**src/rtl/counter_btn_conditioner.sv**
```systemverilog
// ---------------------------------------------------------------------------
// counter_btn_conditioner
//
// Front end for the board's 4-bit up/down counter. It conditions two raw
// mechanical push-buttons (STEP and DIR) into the counter's clock-enable
// pulse and direction level.
//
// Processing chain, applied to each button independently:
//   raw button -> two-flop synchroniser -> counter-based debouncer
//
// STEP drives a three-state FSM (IDLE / HOLD / REPEAT):
//   - The first debounced press gives one ce_o pulse.
//   - After HOLD_CYCLES of continuous hold, auto-repeat produces one pulse
//     every REPEAT_CYCLES, as long as repeat_en_i is high.
//
// DIR toggles the direction level on every debounced press. A release has
// no effect.
//
// Parameters:
//   DEB_CYCLES    consecutive stable clocks before a debounced level flips
//   HOLD_CYCLES   clocks of hold after the first pulse before auto-repeat
//   REPEAT_CYCLES clocks between auto-repeat pulses
//   CNT_W         timer width; must hold max(DEB, HOLD, REPEAT) - 1
//
// Ports:
//   clk_i        system clock, rising edge
//   rst_i        synchronous reset, active low
//   btn_step_i   raw STEP button (asynchronous, 1 = pressed)
//   btn_dir_i    raw DIR button (asynchronous, 1 = pressed)
//   repeat_en_i  1 = auto-repeat enabled, sampled every cycle
//   ce_o         registered one-cycle step pulse -> counter ce_i
//   ctr_o        registered direction, 1 = up, 0 = down -> counter ctr_i
//   held_o       registered, 1 while the STEP FSM is not in IDLE
// ---------------------------------------------------------------------------
module counter_btn_conditioner #(
    parameter int unsigned DEB_CYCLES    = 1000000,
    parameter int unsigned HOLD_CYCLES   = 25000000,
    parameter int unsigned REPEAT_CYCLES = 5000000,
    parameter int unsigned CNT_W         = 25
) (
    input  logic clk_i,
    input  logic rst_i,
    input  logic btn_step_i,
    input  logic btn_dir_i,
    input  logic repeat_en_i,
    output logic ce_o,
    output logic ctr_o,
    output logic held_o
);

    localparam logic [CNT_W-1:0] CNT_ONE = CNT_W'(1);
    localparam logic [CNT_W-1:0] DEB_MAX = CNT_W'(DEB_CYCLES - 1);
    localparam logic [CNT_W-1:0] HLD_MAX = CNT_W'(HOLD_CYCLES - 1);
    localparam logic [CNT_W-1:0] REP_MAX = CNT_W'(REPEAT_CYCLES - 1);

    typedef enum logic [1:0] {
        ST_IDLE,
        ST_HOLD,
        ST_REPEAT
    } state_t;

    // -----------------------------------------------------------------------
    // Two-flop synchronisers. Nothing else reads the raw button inputs.
    // -----------------------------------------------------------------------
    logic step_meta_q, step_sync_q;
    logic dir_meta_q,  dir_sync_q;

    always_ff @(posedge clk_i) begin
        if (!rst_i) begin
            step_meta_q <= 1'b0;
            step_sync_q <= 1'b0;
            dir_meta_q  <= 1'b0;
            dir_sync_q  <= 1'b0;
        end else begin
            step_meta_q <= btn_step_i;
            step_sync_q <= step_meta_q;
            dir_meta_q  <= btn_dir_i;
            dir_sync_q  <= dir_meta_q;
        end
    end

    // -----------------------------------------------------------------------
    // Debouncers. The counter runs only while the synchronised input differs
    // from the debounced level. Any agreement restarts the count.
    // -----------------------------------------------------------------------
    logic             step_deb_q, step_deb_d;
    logic [CNT_W-1:0] step_cnt_q, step_cnt_d;
    logic             dir_deb_q,  dir_deb_d;
    logic [CNT_W-1:0] dir_cnt_q,  dir_cnt_d;

    always_comb begin
        step_deb_d = step_deb_q;
        step_cnt_d = step_cnt_q;
        if (step_sync_q == step_deb_q) begin
            step_cnt_d = '0;
        end else if (step_cnt_q == DEB_MAX) begin
            step_deb_d = step_sync_q;
            step_cnt_d = '0;
        end else begin
            step_cnt_d = step_cnt_q + CNT_ONE;
        end
    end

    always_comb begin
        dir_deb_d = dir_deb_q;
        dir_cnt_d = dir_cnt_q;
        if (dir_sync_q == dir_deb_q) begin
            dir_cnt_d = '0;
        end else if (dir_cnt_q == DEB_MAX) begin
            dir_deb_d = dir_sync_q;
            dir_cnt_d = '0;
        end else begin
            dir_cnt_d = dir_cnt_q + CNT_ONE;
        end
    end

    always_ff @(posedge clk_i) begin
        if (!rst_i) begin
            step_deb_q <= 1'b0;
            step_cnt_q <= '0;
            dir_deb_q  <= 1'b0;
            dir_cnt_q  <= '0;
        end else begin
            step_deb_q <= step_deb_d;
            step_cnt_q <= step_cnt_d;
            dir_deb_q  <= dir_deb_d;
            dir_cnt_q  <= dir_cnt_d;
        end
    end

    // Edge detection and the FSM both look at the next debounced value. This
    // lets a press register on the same clock that the debounced level rises,
    // so ce_o appears one cycle after that edge rather than two.
    logic step_rise;
    logic dir_rise;

    assign step_rise = step_deb_d & ~step_deb_q;
    assign dir_rise  = dir_deb_d  & ~dir_deb_q;

    // -----------------------------------------------------------------------
    // STEP FSM
    // -----------------------------------------------------------------------
    state_t           state_q, state_d;
    logic [CNT_W-1:0] tmr_q,   tmr_d;
    logic             pulse;

    always_comb begin
        state_d = state_q;
        tmr_d   = tmr_q;
        pulse   = 1'b0;

        unique case (state_q)
            ST_IDLE: begin
                if (step_rise) begin
                    pulse   = 1'b1;
                    tmr_d   = '0;
                    state_d = ST_HOLD;
                end
            end

            ST_HOLD: begin
                // A release wins over a timer expiry on the same clock.
                if (!step_deb_d) begin
                    tmr_d   = '0;
                    state_d = ST_IDLE;
                end else if (repeat_en_i && (tmr_q == HLD_MAX)) begin
                    pulse   = 1'b1;
                    tmr_d   = '0;
                    state_d = ST_REPEAT;
                end else if (tmr_q != HLD_MAX) begin
                    // The timer saturates while repeat is disabled, so that
                    // enabling repeat late fires on the next clock.
                    tmr_d = tmr_q + CNT_ONE;
                end
            end

            ST_REPEAT: begin
                if (!step_deb_d) begin
                    tmr_d   = '0;
                    state_d = ST_IDLE;
                end else if (!repeat_en_i) begin
                    tmr_d   = '0;
                    state_d = ST_HOLD;
                end else if (tmr_q == REP_MAX) begin
                    pulse = 1'b1;
                    tmr_d = '0;
                end else begin
                    tmr_d = tmr_q + CNT_ONE;
                end
            end

            default: begin
                tmr_d   = '0;
                state_d = ST_IDLE;
            end
        endcase
    end

    // -----------------------------------------------------------------------
    // State register and registered outputs
    // -----------------------------------------------------------------------
    logic ce_q;
    logic ctr_q;
    logic held_q;

    always_ff @(posedge clk_i) begin
        if (!rst_i) begin
            state_q <= ST_IDLE;
            tmr_q   <= '0;
            ce_q    <= 1'b0;
            ctr_q   <= 1'b1;
            held_q  <= 1'b0;
        end else begin
            state_q <= state_d;
            tmr_q   <= tmr_d;
            ce_q    <= pulse;
            held_q  <= (state_d != ST_IDLE);
            // A DIR toggle and a STEP pulse on the same edge both take
            // effect, so the counter sees the new direction with the pulse.
            if (dir_rise) begin
                ctr_q <= ~ctr_q;
            end
        end
    end

    assign ce_o   = ce_q;
    assign ctr_o  = ctr_q;
    assign held_o = held_q;

endmodule

```
**config.mk**
```make
export PLATFORM = sky130hd
export DESIGN_NAME = counter_btn_conditioner
export DESIGN_NICKNAME = d
export VERILOG_FILES = /design/src/rtl/counter_btn_conditioner.sv
export SDC_FILE = /design/constraint.sdc
export NUM_CORES = 1
export LEC_CHECK = 0
export BUFFER_PORTS_ARGS = -buffer_cell sky130_fd_sc_hd__buf_2
export CORE_ASPECT_RATIO = 1.75
export CORE_MARGIN = 8
export CORE_UTILIZATION = 50
export CTS_CLUSTER_SIZE = 40
export DETAILED_ROUTE_END_ITERATION = 7
export HOLD_SLACK_MARGIN = 0.12
export PLACE_DENSITY = 0.68
export SYNTH_ARGS = -nofsm -noshare
export SYNTH_HDL_FRONTEND = slang
export SYNTH_SLANG_ARGS = --single-unit
```
**constraint.sdc**
```tcl
create_clock -name clk_i -period 2.15 [get_ports clk_i]
set_input_delay 0.1075 -clock clk_i [delete_from_list [all_inputs] [get_ports clk_i]]
set_output_delay 0.1075 -clock clk_i [all_outputs]
set_load 0.03 [all_outputs]
```
==> results of run 1 <==
-- cell usage after synthesis, types with 2 or more instances --
cell	count	area [um2]
a21oi_1	33	165
a22oi_1	2	15.0
a31oi_1	3	18.8
and2_1	10	62.6
and3_1	8	50.1
and4_1	13	114
and4b_1	2	20.0
buf_2	2	10.0
buf_4	2	15.0
clkbuf_1	14	52.6
dfxtp_1	86	1720
ha_1	7	87.6
inv_1	14	52.6
mux2i_1	2	20.0
nand2_1	45	169
nand2b_1	4	25.0
nand3_1	32	160
nand4_1	21	131
nor2_1	53	199
nor2b_1	4	25.0
nor3_1	8	40.0
nor4_1	9	56.3
nor4b_1	5	43.8
o211ai_1	2	15.0
o21ai_0	9	45.0
o21ai_1	12	60.1
o22ai_1	6	37.5
o32ai_1	2	17.5
or3_1	29	181
or4_1	3	22.5
or4b_1	4	40.0
xnor2_1	16	140
xor2_1	26	228
-- logic make-up after synthesis --
logic type,share of synthesized area (%)
simple gates,32.8
flops,40.6
compound gates,12.1
xor+xnor,8.68
buf+inv,3.34
fa+ha+maj,2.07
mux,0.473
-- per-layer routing --
metal,GRT usage (%),vias up,part of all wire (%)
li1,-,2026,-
met1,18.8,1956,38
met2,38.9,89,56
met3,2.87,37,2.7
met4,12.6,0,3.9
met5,0,-,0
-- worst paths after layout --
check | start | slack [ps] | end | cells past startpoint
worst max register to register | step_cnt_q[21] | -170 | tmr_q[15] | 9
worst min-delay path | rst_i | 150 | dir_deb_q | 3
worst max-delay path | step_cnt_q[21] | -170 | tmr_q[15] | 9
worst min register to register | dir_meta_q | 440 | dir_sync_q | 1
-- state kept, by name, indices dropped and copies added (netlist names) --
| signal | count |
|---|---|
| step_deb_q | 1 |
| state_q | 2 |
| ce_o | 1 |
| dir_deb_q | 1 |
| held_o | 1 |
| step_cnt_q | 25 |
| ctr_o | 1 |
| dir_meta_q | 1 |
| step_meta_q | 1 |
| dir_cnt_q | 25 |
| step_sync_q | 1 |
| tmr_q | 25 |
| dir_sync_q | 1 |
-- tightest hold or removal path, delay by kind of cell --
family | cells | cell delay [ps]
buf+inv | 2 | 230
simple gates | 1 | 120
-- layout make-up --
class	count	area, um2
clock buffers	9	225
flip-flops and latches	86	1740
clock inverters	7	97.6
multi-input cells	387	2680
well taps	92	115
inverters	14	52.6
repair buffers	107	861
fillers	630	2480
-- layout by cell type (no fill, tap or decap), drive strengths merged, types with 4 or more instances in the layout --
cell and count:
dfxtp 86, xor2 26, inv 15, o21ai 22
o22ai 6, buf 104, or3 29, nor3 8
a21oi 33, ha 7, and2 10, nor2b 4
or4b 4, and3 8, xnor2 16, nor2 53
nand4 22, nand3 33, nand2b 4, nor4b 5
nand2 45, and4 13, clkbuf 9, nor4 9
-- metrics by stage --
stage / utilization [%] / power (uW)
finish: 69.9 / 3340
global route: 69.9 / 3430
CTS: 68.7 / 3370
detailed placement: 61.2 / 1680
global placement: 61.2 / 1680
floorplan: - / 1660
-- power groups by stage --
stage	Clock, uW	Combinational (uW)	Sequential, uW
floorplan	0	24.4	1640
global placement	0	45.6	1640
detailed placement	0	46.6	1640
CTS	1710	56.3	1600
global route	1770	61.8	1600
finish	1680	57.8	1600
-- what timing repair did --
action	in CTS	in global routing
hold buffers	3	0
setup buffers	7	1
setup endpoints to repair	28	52
pin swaps	16	15
hold endpoints to repair	5	0
gates cloned	2	0
gates resized for setup	45	26
==> flow_metrics.py, run 1 <==
metrics = {
    "run_status": {
        "status": "finished, violations left",
        "violations": "negative setup slack",
    },
    "power_and_ir_drop": {
        "combPwrFrac_pct": 1.7,
        "ir_drop_mv": 0.432,
        "intPower_uw": 2640,
        "p_per_area_mw_per_mm2": 578,
        "seqPwrFrac_pct": 47.9,
        "p_sw_share_pct": 20.9,
        "switchingPower_uw": 697,
        "clock_power_share_pct": 50.3,
        "cellLeakagePower_uw": 0.00205,
    },
    "routing": {
        "drt_iter0_drc": 293,
        "first_pass_iters": 4,
        "via_count": 4108,
        "wl_per_cell_um": 16.1,
        "viasPerCell": 5.85,
        "final_antenna_net_count": 0,
        "drc": 0,
        "routed_wl_um": 11300,
    },
    "setup_path": {
        "crit_type": "flip-flop to flip-flop",
        "critPathBufInv": 3,
        "slowest_stage": "or4b_4",
        "startpoint_type": "flip-flop",
        "cp_data_required_time_ps": 2420,
        "crit_path_end_kind": "flip-flop",
        "cp_top_family": "simple AND/OR/NAND/NOR gates",
        "path_max_fanout": 9,
        "cp_cell_sequence": "nor4b_4 > buf_4 > nand4_1 > buf_6 > a311oi_4 > a211oi_4 > buf_12 > or4b_4 > a21oi_2",
        "max_stage_delay_ps": 490,
        "arrival_ps": 2590,
    },
    "synthesis": {
        "syn-cell-area_mm2": 0.00424,
        "synth_nets": 518,
        "syn_area_per_cell_um2": 8.37,
        "ys_seq_area_share_pct": 40.6,
        "synthCells": 506,
        "yosys_warnings": 0,
        "yosysUniqueCellTypes": 51,
        "synth_edf_count": 0,
        "ys.flop_type": "dfxtp_1",
        "ys_ff_latch": 86,
        "async_reset_ff_share_pct": 0,
    },
    "floorplan": {
        "num_rows": 44,
        "fp.dieW_um": 85.6,
        "core-area_mm2": 0.00826,
        "die_y_um": 138,
        "start_util_pct": 51.3,
        "num_io_pins": 8,
        "dieArea_mm2": 0.0118,
    },
    "timing": {
        "rsz0062_at_grt": "yes",
        "layout_setup_ws_ps": -171,
        "post-route-period-util_pct": 108,
        "setup_viol": 25,
        "fin_hold_ws_ps": 151,
        "hold_viol_final": 0,
        "finalClockSkew_ps": 4.59,
        "fmax_ghz": 0.431,
        "tightest_slew_ps": 491,
        "slew_headroom_pct": 67.0,
        "period_minus_slack_ps": 2320,
        "fin_tns_setup_ps": -2410,
        "drv_slew": 0,
    },
    "cts": {
        "h-tree-depth": 3,
        "cts_buffers": 9,
        "cts-root-buf": "clkbuf_16",
        "clk_pin_slew_ps": 60,
        "cts_tree": "yes",
        "cts_buffer_depth": 2,
        "clock-sinks": 86,
        "clkLatencyLatePin_ps": 340,
    },
    "flow_run": {
        "drv_cap": 0,
    },
    "hold_path": {
        "holdCritPathClass": "input pin to flip-flop",
    },
    "finish": {
        "layout-drive-gt1-share_pct": 30.0,
        "final_cells": 702,
        "area_growth_pct": 36.3,
        "final_area_mm2": 0.00577,
        "n_antenna_cell": 0,
        "final_nets": 617,
    },
    "placement": {
        "placed_area_mm2": 0.00505,
        "hpwl_um": 7670,
        "numPlacedInstances": 674,
        "place_ws_ps": -318,
        "port_buffers": 7,
        "place.gp.congestion": 0.870,
    },
    "global_route": {
        "grt_pass1_vias": 4115,
        "overflow": 0,
        "antenna_found_initial": 0,
        "grt_use_total_pct": 20.0,
        "grt_pass1_wl_um": 18800,
        "grt_max_degree": 26,
    },
}
No activity file was read; power rests on OpenSTA's default activity.
==> inputs of run 2 (changes only) <==
CAP_MARGIN = 20   (was unset)
SETUP_SLACK_MARGIN = 0.02   (was unset)
==> flow_metrics.py, run 2 (synthesized netlist as in run 1, its figures left out) <==
metrics = {
    "cts": {
        "cts_buffer_depth": 2,
        "clkLatencyLatePin_ps": 350,
        "h-tree-depth": 3,
        "cts-root-buf": "clkbuf_16",
        "cts_buffers": 9,
        "cts_tree": "yes",
        "clock-sinks": 86,
        "clk_pin_slew_ps": 70,
    },
    "setup_path": {
        "path_max_fanout": 5,
        "r2r_start": "step_cnt_q[16]",
        "crit_path_end_kind": "flip-flop",
        "cp_cell_sequence": "nand4_1 > or4_4 > a311oi_4 > a211oi_4 > buf_6 > or4b_4 > a21oi_2",
        "cp-startpoint": "step_cnt_q[16]",
        "cp_data_required_time_ps": 2410,
        "max_stage_delay_ps": 570,
        "arrival_ps": 2670,
        "startpoint_type": "flip-flop",
        "crit_type": "flip-flop to flip-flop",
        "r2r_slack_ps": -270,
        "slowest_stage": "or4_4",
    },
    "finish": {
        "regArea_mm2": 0.00174,
        "layout-drive-gt1-share_pct": 32.4,
        "final_cell_mix": "buf_4, dfxtp_1, nor2_1",
        "final_nets": 631,
        "fillCellCount": 612,
        "final_area_mm2": 0.00597,
        "final_cells": 716,
        "final_common_cell": "buf_4",
        "n_antenna_cell": 0,
        "top_regs": "dir_cnt_q x25, step_cnt_q x25, tmr_q x25",
        "multiInputGateArea_mm2": 0.00274,
        "area_growth_pct": 41.0,
    },
    "floorplan": {
        "num_rows": 44,
        "dieArea_mm2": 0.0118,
        "num_io_pins": 8,
        "start_util_pct": 51.3,
        "fp.dieW_um": 85.6,
        "die_y_um": 138,
        "core-area_mm2": 0.00826,
    },
    "placement": {
        "hpwl_um": 8000,
        "numPlacedInstances": 682,
        "place_ws_ps": -223,
        "place.gp.congestion": 0.925,
        "placed_area_mm2": 0.00513,
        "port_buffers": 7,
    },
    "power_and_ir_drop": {
        "ir_drop_mv": 0.452,
        "cellLeakagePower_uw": 0.00213,
        "p_per_area_mw_per_mm2": 542,
    },
    "routing": {
        "final_antenna_net_count": 0,
        "routed_wl_um": 12500,
        "viasPerCell": 6.00,
        "first_pass_iters": 5,
        "via_count": 4298,
        "drt_iter0_drc": 258,
        "wl_per_cell_um": 17.4,
        "drc": 0,
    },
    "hold_path": {
        "holdCritPathClass": "input pin to flip-flop",
        "min_from": "rst_i",
    },
    "timing": {
        "post-route-period-util_pct": 112,
        "tightest_slew_ps": 636,
        "finalClockSkew_ps": 9.92,
        "setup_viol": 25,
        "fin_hold_ws_ps": 175,
        "rsz0062_at_grt": "yes",
        "hold_viol_final": 0,
        "period_minus_slack_ps": 2420,
        "fmax_ghz": 0.414,
        "drv_slew": 0,
        "layout_setup_ws_ps": -265,
        "slew_headroom_pct": 57.6,
    },
    "run_status": {
        "status": "finished, violations left",
        "violations": "negative setup slack",
    },
    "global_route": {
        "grt_max_degree": 26,
        "grt_use_total_pct": 20.8,
        "overflow": 0,
        "grt_pass1_vias": 4299,
        "antenna_found_initial": 0,
        "grt_pass1_wl_um": 19700,
    },
    "flow_run": {
        "drv_cap": 0,
    },
}
run 2: per-stage QoR:
stage               total power, uW  setup TNS, ps  util [%]
floorplan                      1660           -854         -
global placement               1680          -2780      62.1
detailed placement             1680          -3830      62.1
CTS                            3240          -2610      68.2
global route                   3330          -7250      72.3
finish                         3240          -5070      72.3
run 2: power breakdown:
part,total [uW],internal [uW],switching [uW]
Combinational,61.3,23.2,38.1
Clock,1580,907,671
Sequential,1600,1600,2.88
Total,3240,2530,712
run 2: worst max-delay path, delay by kind of cell, from the launching register on:
family          cells  cell delay, ps
compound gates      3             630
simple gates        3            1200
flops               1             340
buf+inv             1             160
run 2: area by class of cell:
type                       instances  share of cell area [%]
multi-input combinational        387                    45.8
sequential                        86                    29.1
timing repair buffer             121                    17.3
clock buffer                      10                    3.83
tap                               92                    1.93
clock inverter                     6                    1.17
inverter                          14                   0.880
run 2: what timing repair did:
action	4_1_cts	5_1_grt
buffers inserted	3	8
setup endpoints to repair	25	40
pin swaps	15	20
endpoints found under the hold margin	5	0
hold buffers	3	0
gates cloned	2	2
resized for setup	25	56
run 2: worst paths after layout:
check | cells after the start | to
max | 7 | tmr_q[15]
min | 3 | ctr_o
max reg2reg | 7 | tmr_q[15]
min reg2reg | 1 | dir_sync_q
run 2: layer usage:
| layer | global-route usage, % | vias up | routed length (um) |
|---|---|---|---|
| met1 | 19.4 | 2084 | 4530 |
| met2 | 40.1 | 110 | 7100 |
| met4 | 12.1 | 0 | 440 |
| met3 | 4.66 | 49 | 415 |
| li1 | - | 2055 | - |
| met5 | 0 | - | 0 |
